$ cat src/rtl/cla_pipe.sv
`default_nettype none
// +----------------------------------------------------------------------------+
// | cla_pipe : pipelined carry-lookahead adder/subtractor, one slice per stage  |
// | Revision : 1.0                                                              |
// +----------------------------------------------------------------------------+
module cla_pipe #(
  parameter int WIDTH  = 32,
  parameter int STAGES = 4
) (
  input  logic             clk,
  input  logic             reset_n,
  input  logic             in_valid,
  output logic             in_ready,
  input  logic [WIDTH-1:0] a,
  input  logic [WIDTH-1:0] b,
  input  logic             ci,
  input  logic             sub,
  output logic             out_valid,
  input  logic             out_ready,
  output logic [WIDTH-1:0] s,
  output logic             co,
  output logic             ovf
);

  localparam int SW = WIDTH / STAGES;

  // Stage inputs. x carries {computed sum bits, remaining A bits} rotated so the
  // next A slice always sits in [SW-1:0]; y carries the remaining B' bits likewise.
  logic [WIDTH-1:0] x_in [STAGES];
  logic [WIDTH-1:0] y_in [STAGES];
  logic             c_in [STAGES];
  logic             v_in [STAGES];
  logic             enable;

  assign enable   = !(out_valid && !out_ready);
  assign in_ready = enable;

  assign x_in[0] = a;
  assign y_in[0] = sub ? ~b : b;
  assign c_in[0] = sub | ci;
  assign v_in[0] = in_valid;

  for (genvar i = 0; i < STAGES; i++) begin : g_stage
    logic [SW-1:0] p, g, sum;
    logic [SW:0]   c;
    logic          acc, prod;

    // Flattened lookahead: c[k+1] = g[k] | p[k]g[k-1] | ... | p[k..0]c[0]
    always_comb begin
      p    = x_in[i][SW-1:0] ^ y_in[i][SW-1:0];
      g    = x_in[i][SW-1:0] & y_in[i][SW-1:0];
      c    = '0;
      acc  = 1'b0;
      prod = 1'b0;
      c[0] = c_in[i];
      for (int k = 0; k < SW; k++) begin
        acc  = g[k];
        prod = p[k];
        for (int j = k - 1; j >= 0; j--) begin
          acc  = acc | (prod & g[j]);
          prod = prod & p[j];
        end
        c[k+1] = acc | (prod & c_in[i]);
      end
      sum = p ^ c[SW-1:0];
    end

    if (i == STAGES - 1) begin : g_last
      logic [WIDTH-1:0] s_nxt;

      if (STAGES == 1) begin : g_single
        assign s_nxt = sum;
      end else begin : g_multi
        assign s_nxt = {sum, x_in[i][WIDTH-1:SW]};
      end

      // Result registers only move when a real beat arrives, so bubbles leave them intact.
      always_ff @(posedge clk or negedge reset_n) begin
        if (!reset_n) begin
          out_valid <= 1'b0;
          s         <= '0;
          co        <= 1'b0;
          ovf       <= 1'b0;
        end else if (enable) begin
          out_valid <= v_in[i];
          if (v_in[i]) begin
            s   <= s_nxt;
            co  <= c[SW];
            ovf <= c[SW] ^ c[SW-1];
          end
        end
      end
    end else begin : g_mid
      logic [WIDTH-1:0] x_r, y_r;
      logic             c_r, v_r;

      always_ff @(posedge clk or negedge reset_n) begin
        if (!reset_n) begin
          x_r <= '0;
          y_r <= '0;
          c_r <= 1'b0;
          v_r <= 1'b0;
        end else if (enable) begin
          x_r <= {sum, x_in[i][WIDTH-1:SW]};
          y_r <= {y_in[i][SW-1:0], y_in[i][WIDTH-1:SW]};
          c_r <= c[SW];
          v_r <= v_in[i];
        end
      end

      assign x_in[i+1] = x_r;
      assign y_in[i+1] = y_r;
      assign c_in[i+1] = c_r;
      assign v_in[i+1] = v_r;
    end
  end

endmodule
`default_nettype wire

$ cat config.mk
export PLATFORM = sky130hd
export DESIGN_NAME = cla_pipe
export DESIGN_NICKNAME = d
export VERILOG_FILES = /design/src/rtl/cla_pipe.sv
export SDC_FILE = /design/constraint.sdc
export NUM_CORES = 1
export LEC_CHECK = 0
export CAP_MARGIN = 40
export CELL_PAD_IN_SITES_DETAIL_PLACEMENT = 1
export CELL_PAD_IN_SITES_GLOBAL_PLACEMENT = 1
export CORE_ASPECT_RATIO = 0.75
export CORE_MARGIN = 2
export CORE_UTILIZATION = 46
export DETAILED_ROUTE_END_ITERATION = 10
export MAX_ROUTING_LAYER = met4
export PLACE_DENSITY = 0.83
export REMOVE_ABC_BUFFERS = 1
export SLEW_MARGIN = 10
export SYNTH_ARGS = -nofsm -noshare
export SYNTH_HDL_FRONTEND = slang
export SYNTH_SLANG_ARGS = --single-unit
$ cat constraint.sdc
create_clock -name clk -period 3.6 [get_ports clk]
set_clock_uncertainty 0.15 [all_clocks]
set_input_delay 0.36 -clock clk [delete_from_list [all_inputs] [get_ports clk]]
set_output_delay 0.36 -clock clk [all_outputs]
set_load 0.01 [all_outputs]
==> summary.md, run 1 <==
| Metric | Value |
|---|---|
| Number of I/O pins | 106 |
| DRT antenna net count | 0 |
| Grt peak-use layer | met2 |
| Resize count post-CTS | 0 |
| Leakage | 0.004844 uW |
| Most used DFF post-synth | dfrtp_1 |
| Ranking of synthesized cells by area | dfrtp_1 56%, nand2_1 16%, ha_1 5.1%, mux2_2 3.4%, xnor2_1 3.4% |
| Arr. time, crit path | 1.98 ns |
| Commonest cells after routing, fill and taps aside | 344 x nand2_1, 185 x dfrtp_1, 103 x clkdlybuf4s50_1, 45 x o21ai_0, 34 x ha_1 |
| Req. time, crit path | approximately 3.1 ns |
| Post-placement cell count | 1170 |
| Rows | 42 |
| Synth-to-Final Area Change | 22.46% |
| GR Util met3 | around 4.8% |
| Drt wl/cell | 15.88 um |
| Asr flop ratio synth | between 90% and 100% |
| Max-Slew Margin vs Limit | between 40% and 50% |
| Gr usage total | between 20 and 25% |
| First drt pass iteration count | 5 |
| Final Cycle Share | 69.16% |
| Met1 Use GR | between 20% and 30% |
| Max-cap violations | 0 |
| Die Span Y | 120.6 um |
| Starting density of the core | 47.09% |
| Largest net degree at the start of global routing | 174 |
| DR vias | approximately 6200 |
| Fmax | 0.4016 GHz |
| Final hold vios | 0 |
| Core area | 17710 um^2 |
| Final std cells w/o fill | about 1200 |
| Final setup viols | 0 |
| Share of cells above drive strength 1 | 7.700% |
| First-iteration detailed-routing DRC count | 270 |
| Worst slack, placed | about 0.83 ns |
| Pwr dens | about 870 nW/um^2 |
| Leading cell type in the layout, fill and taps excluded | nand2_1 |
| Worst Path Max Fanout | 38 |
| Yosys cell types | 43 |
| Yosys warns | 0 |
| Status | completed |
| CP startpoint kind | flip-flop |
| Inserted Clock Buffers | 17 |
| H-Tree Depth | 4 |
| DRC | 0 |
| Vias/cell | 5.113 |
| Slew Limit Fails | 0 |
| Critical path class | reg -> out |
| Max IR drop VDD | ~0.59 mV |
| Unrepaired setup endpoints after global routing | no |
| Vias in the first global route | 6550 |
| CTS tree | built |
| Filler Cell Count | 1969 |
| Final setup margin | 1.110 ns |
| EDFF count, synth | 0 |
| Post-layout power | slightly below 9000 uW |
| Multi-input gate area | 3546 um^2 |
| Tightest Pin Transition | 0.8570 ns |
| Min-Delay Path Class | in -> reg |
| Die width | 159.5 um |
| Nets | ~1100 |
| Seq cells post-synth | approximately 190 |
| GRT overflow | 0 |
| Sequential-to-total area share from yosys stat | 55.51% |
| CP endpoint kind | output pin |
| Top-area cell type share of the netlist area | 55.51% |
| HPWL after DPL | 12610 um |
| Clock Pin Slew Worst Setup and Hold Paths | 0.08 ns |
| First-pass GRT wire length | 32160 um |
| Clock sinks | 185 |
| Avg Cell Area, Syn | between 9 and 10 um^2 |
| Die area | 19230 um^2 |
| Longest Clk Path Bufs | 2 |
| Root Driver | clkbuf_16 |
| Reg area | 4629 um^2 |
| Port buffer count | 105 |
| Min cycle time layout | 2.490 ns |
| Synth area leader | dfrtp_1 |
| Initial antenna violation count | 1 |
| Met2 Resource Use GR | 35.71% |
| Synth Cell Area | 8339 um^2 |
| Syn Inst Count | 857 |
| Routed WL | between 15000 and 20000 um |
| Worst-skew pair later-pin latency | 0.43 ns |
| Gpl congestion | 0.8336 |
==> through the flow <==
stage | cell area [um^2] | TNS (ns) | util [%] | hold slack, ns
floorplan | 8177 | -1338.46 | - | -0.08559
global placement | 9639 | 0 | 54.43 | 0.2975
detailed placement | 9639 | 0 | 54.43 | 0.3054
CTS | 10210 | 0 | 57.65 | 0.2958
global route | 10210 | 0 | 57.67 | 0.3056
finish | 10210 | 0 | 57.67 | 0.3061
==> cells in the mapped netlist (2+ instances only) <==
cell	n
nor3b_1	3
nor2_1	19
clkbuf_1	30
xnor2_1	32
dfrtp_1	185
inv_1	3
xor2_1	18
mux2_2	25
and3_1	2
o21ai_0	45
buf_1	8
o21ai_1	3
or4b_1	2
mux2i_1	2
a211oi_2	2
o21a_1	4
nand2b_1	2
a21oi_1	22
a211oi_1	6
o211ai_1	2
nor3_1	9
buf_2	4
nand3_1	5
nand4b_1	4
a221o_1	2
or3_1	4
a21o_1	9
o31ai_1	4
ha_1	34
o22ai_1	2
nor2b_1	2
nand2_1	345
o21bai_2	2
a31oi_1	3
o21bai_1	2
fa_1	4
==> final cells by class <==
type                            instances  share of cell area, %
Inverter                                3                 0.1348
Timing Repair Buffer                  114                  11.33
Multi-Input combinational cell        627                  34.72
Antenna cell                            1                0.02450
Tap cell                              242                  2.965
Clock buffer                           18                  4.202
Sequential cell                       185                  45.33
Clock inverter                         14                  1.286
==> kinds of logic after synthesis <==
group / Yosys count / share of synthesized area (%)
AOI/OAI and AO/OA: 113 / 8.357
xor gates and xnor gates: 50 / 5.251
adders and majority gates: 38 / 6.062
buffers and inverters: 45 / 2.086
DFF: 185 / 55.51
muxes: 27 / 3.616
and+or+nand+nor: 399 / 19.11
==> registers in the layout, summed over array words and instances (netlist names) <==
signal             cells
co                     1
g_stage.g_mid.c_r      3
g_stage.g_mid.v_r      3
g_stage.g_mid.x_r     96
g_stage.g_mid.y_r     48
out_valid              1
ovf                    1
s                     32
==> final timing paths <==
check | cells past startpoint | startpoint | slack, ns | to
min in group asynchronous | 2 | reset_n | 0.38 | s[18]$_DFFE_PN0P_
setup reg to reg | 6 | g_stage[0].g_mid.x_r[0]$_DFFE_PN0N_ | 1.11 | g_stage[1].g_mid.x_r[31]$_DFFE_PN0N_
setup / recovery | 3 | out_valid$_DFFE_PN0N_ | 1.11 | in_ready
hold reg to reg | 2 | g_stage[2].g_mid.x_r[18]$_DFFE_PN0N_ | 0.32 | g_stage[2].g_mid.x_r[18]$_DFFE_PN0N_
max in group asynchronous | 3 | reset_n | 2.05 | g_stage[2].g_mid.x_r[1]$_DFFE_PN0N_
hold / removal | 3 | a[9] | 0.31 | g_stage[0].g_mid.x_r[1]$_DFFE_PN0N_
==> critical path, cell delays in order, from the launching register on <==
cell	delay, ns
dfrtp_1	0.38
nor2b_4	0.14
inv_4	0.31
clkdlybuf4s50_1	0.71
==> power by group <==
part	internal [uW]	switching (uW)	total, uW	leakage, uW
sequential	3010	561	3570	0.00222
clock	919	882	1800	0.000274
combinational	1640	1870	3520	0.00235
==> what timing repair did <==
item                      4_1_cts  5_1_grt
setup buffers                   0        0
hold endpoints to repair       84        0
hold buffers                    1        0
==> per-layer routing <==
metal / routed length [um] / part of all wire [%]
met1: 8896 / 47
met2: 9343 / 49
met3: 722 / 3.8
met4: 160 / 0.84
met5: 0 / 0
No activity file was read; power rests on OpenSTA's default activity.
==> inputs of run 2 (changes only) <==
Settings changed: CORE_UTILIZATION 46 to 43, PLACE_DENSITY 0.83 to 0.78.
Clock period 3.6 ns to 2.39 ns, I/O delays scaled along.
==> run 2 against run 1 <==
  * Sequential share of layout area fell by 0.75 points
  * Critical path depth is 3 higher
  * Non-clock buffer count increased by 12
  * Combinational power increased by 55%
  * Count of clock-buffer cells in the layout unchanged
  * Die area increased by 6.8%
  * Global-route usage down 1.1 points
  * Via count is 0.28% higher
  * Clock power up 52%
  * Largest cell class unchanged
==> summary.md, run 2 (synthesis results as in run 1) <==
| Metric | Value |
|---|---|
| Slew Limit Fails | 0 (unchanged) |
| Port buffer count | 105 (unchanged) |
| Core area | 19160 um^2 (+8.2%) |
| HPWL after DPL | 12640 um (+0.23%) |
| Max IR drop VDD | 1.030 mV (+75%) |
| GRT overflow | 0 (unchanged) |
| Pwr dens | 1307 nW/um^2 (+50%) |
| Leakage | 0.004927 uW (+1.7%) |
| Die Span Y | 124.6 um (+3.3%) |
| Clock Pin Slew Worst Setup and Hold Paths | 0.08 ns (about the same) |
| Commonest cells after routing, fill and taps aside | 344 x nand2_1, 185 x dfrtp_1, 103 x clkdlybuf4s50_1, 45 x o21ai_0, 33 x ha_1 |
| Worst-skew pair later-pin latency | 0.43 ns (about the same) |
| First drt pass iteration count | 4 (-1) |
| Min-Delay Path Class | in -> reg |
| R2r worst-path depth | 6 (unchanged) |
| Biggest register | g_stage.g_mid.x_r |
| Final setup viols | 0 (unchanged) |
| Drt wl/cell | 15.36 um (-3.3%) |
| Max reg flops | 96 (unchanged) |
| Number of I/O pins | 106 (unchanged) |
| Max-cap violations | 0 (unchanged) |
| CTS tree | built |
| Max-Slew Margin vs Limit | 66.44% (+24 points) |
| CP startpoint kind | flip-flop |
| Leading cell type in the layout, fill and taps excluded | nand2_1 |
| Final hold vios | 0 (unchanged) |
| R2r startpoint | g_stage[0].g_mid.y_r[0]$_DFFE_PN0N_ |
| Die width | 164.8 um (+3.3%) |
| Routed WL | 18860 um (-1.4%) |
| Req. time, crit path | 2.61 ns (-0.48 ns) |
| Core Util, Final | 54.21% (-3.5 points) |
| Gr usage total | 20.39% (-1.1 points) |
| Nets | 1068 (+1.1%) |
| Share of cells above drive strength 1 | 9.044% (+1.3 points) |
| Initial antenna violation count | 2 (+1) |
| H-Tree Depth | 4 (unchanged) |
| Largest net degree at the start of global routing | 60 (-66%) |
| Status | completed |
| Worst setup path endpoint | g_stage[1].g_mid.x_r[31]$_DFFE_PN0N_ |
| Final Cycle Share | a little over nine tenths |
| DR vias | 6173 (+0.28%) |
| Arr. time, crit path | 2.50 ns (+0.52 ns) |
| Vias/cell | 5.027 (-1.7%) |
| Fin Setup TNS | 0 ns (unchanged) |
| Worst Path Max Fanout | 3 (-92%) |
| HP Start | a[10] |
| Filler Cell Count | 2134 (+8.4%) |
| DRT antenna net count | 0 (unchanged) |
| Starting density of the core | 43.53% (-3.6 points) |
| Rows | 44 (+4.8%) |
| CP endpoint kind | flip-flop |
| R2R Path End | g_stage[1].g_mid.x_r[31]$_DFFE_PN0N_ |
| Clock sinks | 185 (unchanged) |
| Biggest regs | g_stage.g_mid.x_r: 96 flops, g_stage.g_mid.y_r: 48 flops, s: 32 flops |
| Synth-to-Final Area Change | 24.53% |
| DRC | 0 (unchanged) |
| First-iteration detailed-routing DRC count | 372 (+38%) |
| Gpl congestion | 0.7848 (-5.9%) |
| Critical path class | reg -> reg |
| First-pass GRT wire length | 32190 um (about the same) |
| Fmax | 0.4388 GHz |
| Min cycle time layout | ~2.3 ns |
| R2R setup slack | 0.11 ns (-1.00 ns) |
| Root Driver | clkbuf_16 |
| Vias in the first global route | 6473 (-1.2%) |
| Inserted Clock Buffers | 17 (unchanged) |
| Tightest Pin Transition | 0.5034 ns (-0.3536 ns) |
| Die area | 20540 um^2 (+6.8%) |
| Critical path origin | g_stage[0].g_mid.y_r[0]$_DFFE_PN0N_ |
| Longest Clk Path Bufs | 2 (unchanged) |
-- run 2: routing by layer --
layer / wire length [um] / global-route usage [%] / share of wire [%] / up-vias
met5: 0 / - / 0 / -
met4: 229 / 5.269 / 1.2 / 0
met3: 830 / 5.028 / 4.4 / 14
met2: 9030 / 32.09 / 48 / 96
met1: 8773 / 26.54 / 47 / 3041
li1: - / - / - / 3022
-- run 2: worst min path at each step --
stage	to	depth (start not counted)
floorplan	co$_DFFE_PN0P_	0
global placement	s[17]$_DFFE_PN0P_	1
detailed placement	s[17]$_DFFE_PN0P_	1
CTS	g_stage[0].g_mid.x_r[2]$_DFFE_PN0N_	3
global route	g_stage[0].g_mid.x_r[2]$_DFFE_PN0N_	3
finish	g_stage[0].g_mid.x_r[2]$_DFFE_PN0N_	3
-- run 2: cell type report --
class	instances	area [um^2]	area share (%)
Timing Repair Buffer	126	1285	12.37
Multi-Input combinational cell	627	3566	34.34
Tap cell	253	316.6	3.048
Antenna cell	2	5.005	0.04819
Clock inverter	14	130.1	1.253
Clock buffer	18	439.2	4.229
Sequential cell	185	4629	44.58
Inverter	3	13.76	0.1325
-- run 2: report_power, final --
part | leakage, uW | total, uW | internal (uW) | switching [uW]
Clock | 0.000282 | 2730 | 1410 | 1330
Sequential | 0.00222 | 5360 | 4540 | 824
Combinational | 0.00243 | 5470 | 2620 | 2850
-- run 2: critical path, cell delays in order (launching register included) --
cell,delay [ns]
dfrtp_1,0.43
ha_1,0.32
a211oi_2,0.27
o21bai_2,0.13
a221o_1,0.35
or4b_1,0.47
nand3_1,0.09
-- run 2: through the flow --
step                hold slack (ns)  setup slack (ns)  power (uW)  instances  area (um^2)
global placement             0.1073           0.02249       10520       1191         9766
detailed placement           0.1064           -0.1070       10810       1191         9766
CTS                          0.1614           0.02013       13660       1224        10340
finish                       0.1803            0.1109       13570       1228        10390
floorplan                   -0.2066            -10.27        8823        815         8177
global route                 0.1692        -0.0002032       14720       1228        10390
-- run 2: what timing repair did --
| action | CTS | global route |
|---|---|---|
| setup endpoints to repair | 0 | 2 |
| hold endpoints to repair | 56 | 0 |
| gates resized for setup | 0 | 2 |
| setup buffers | 0 | 2 |
| hold buffers | 1 | 0 |
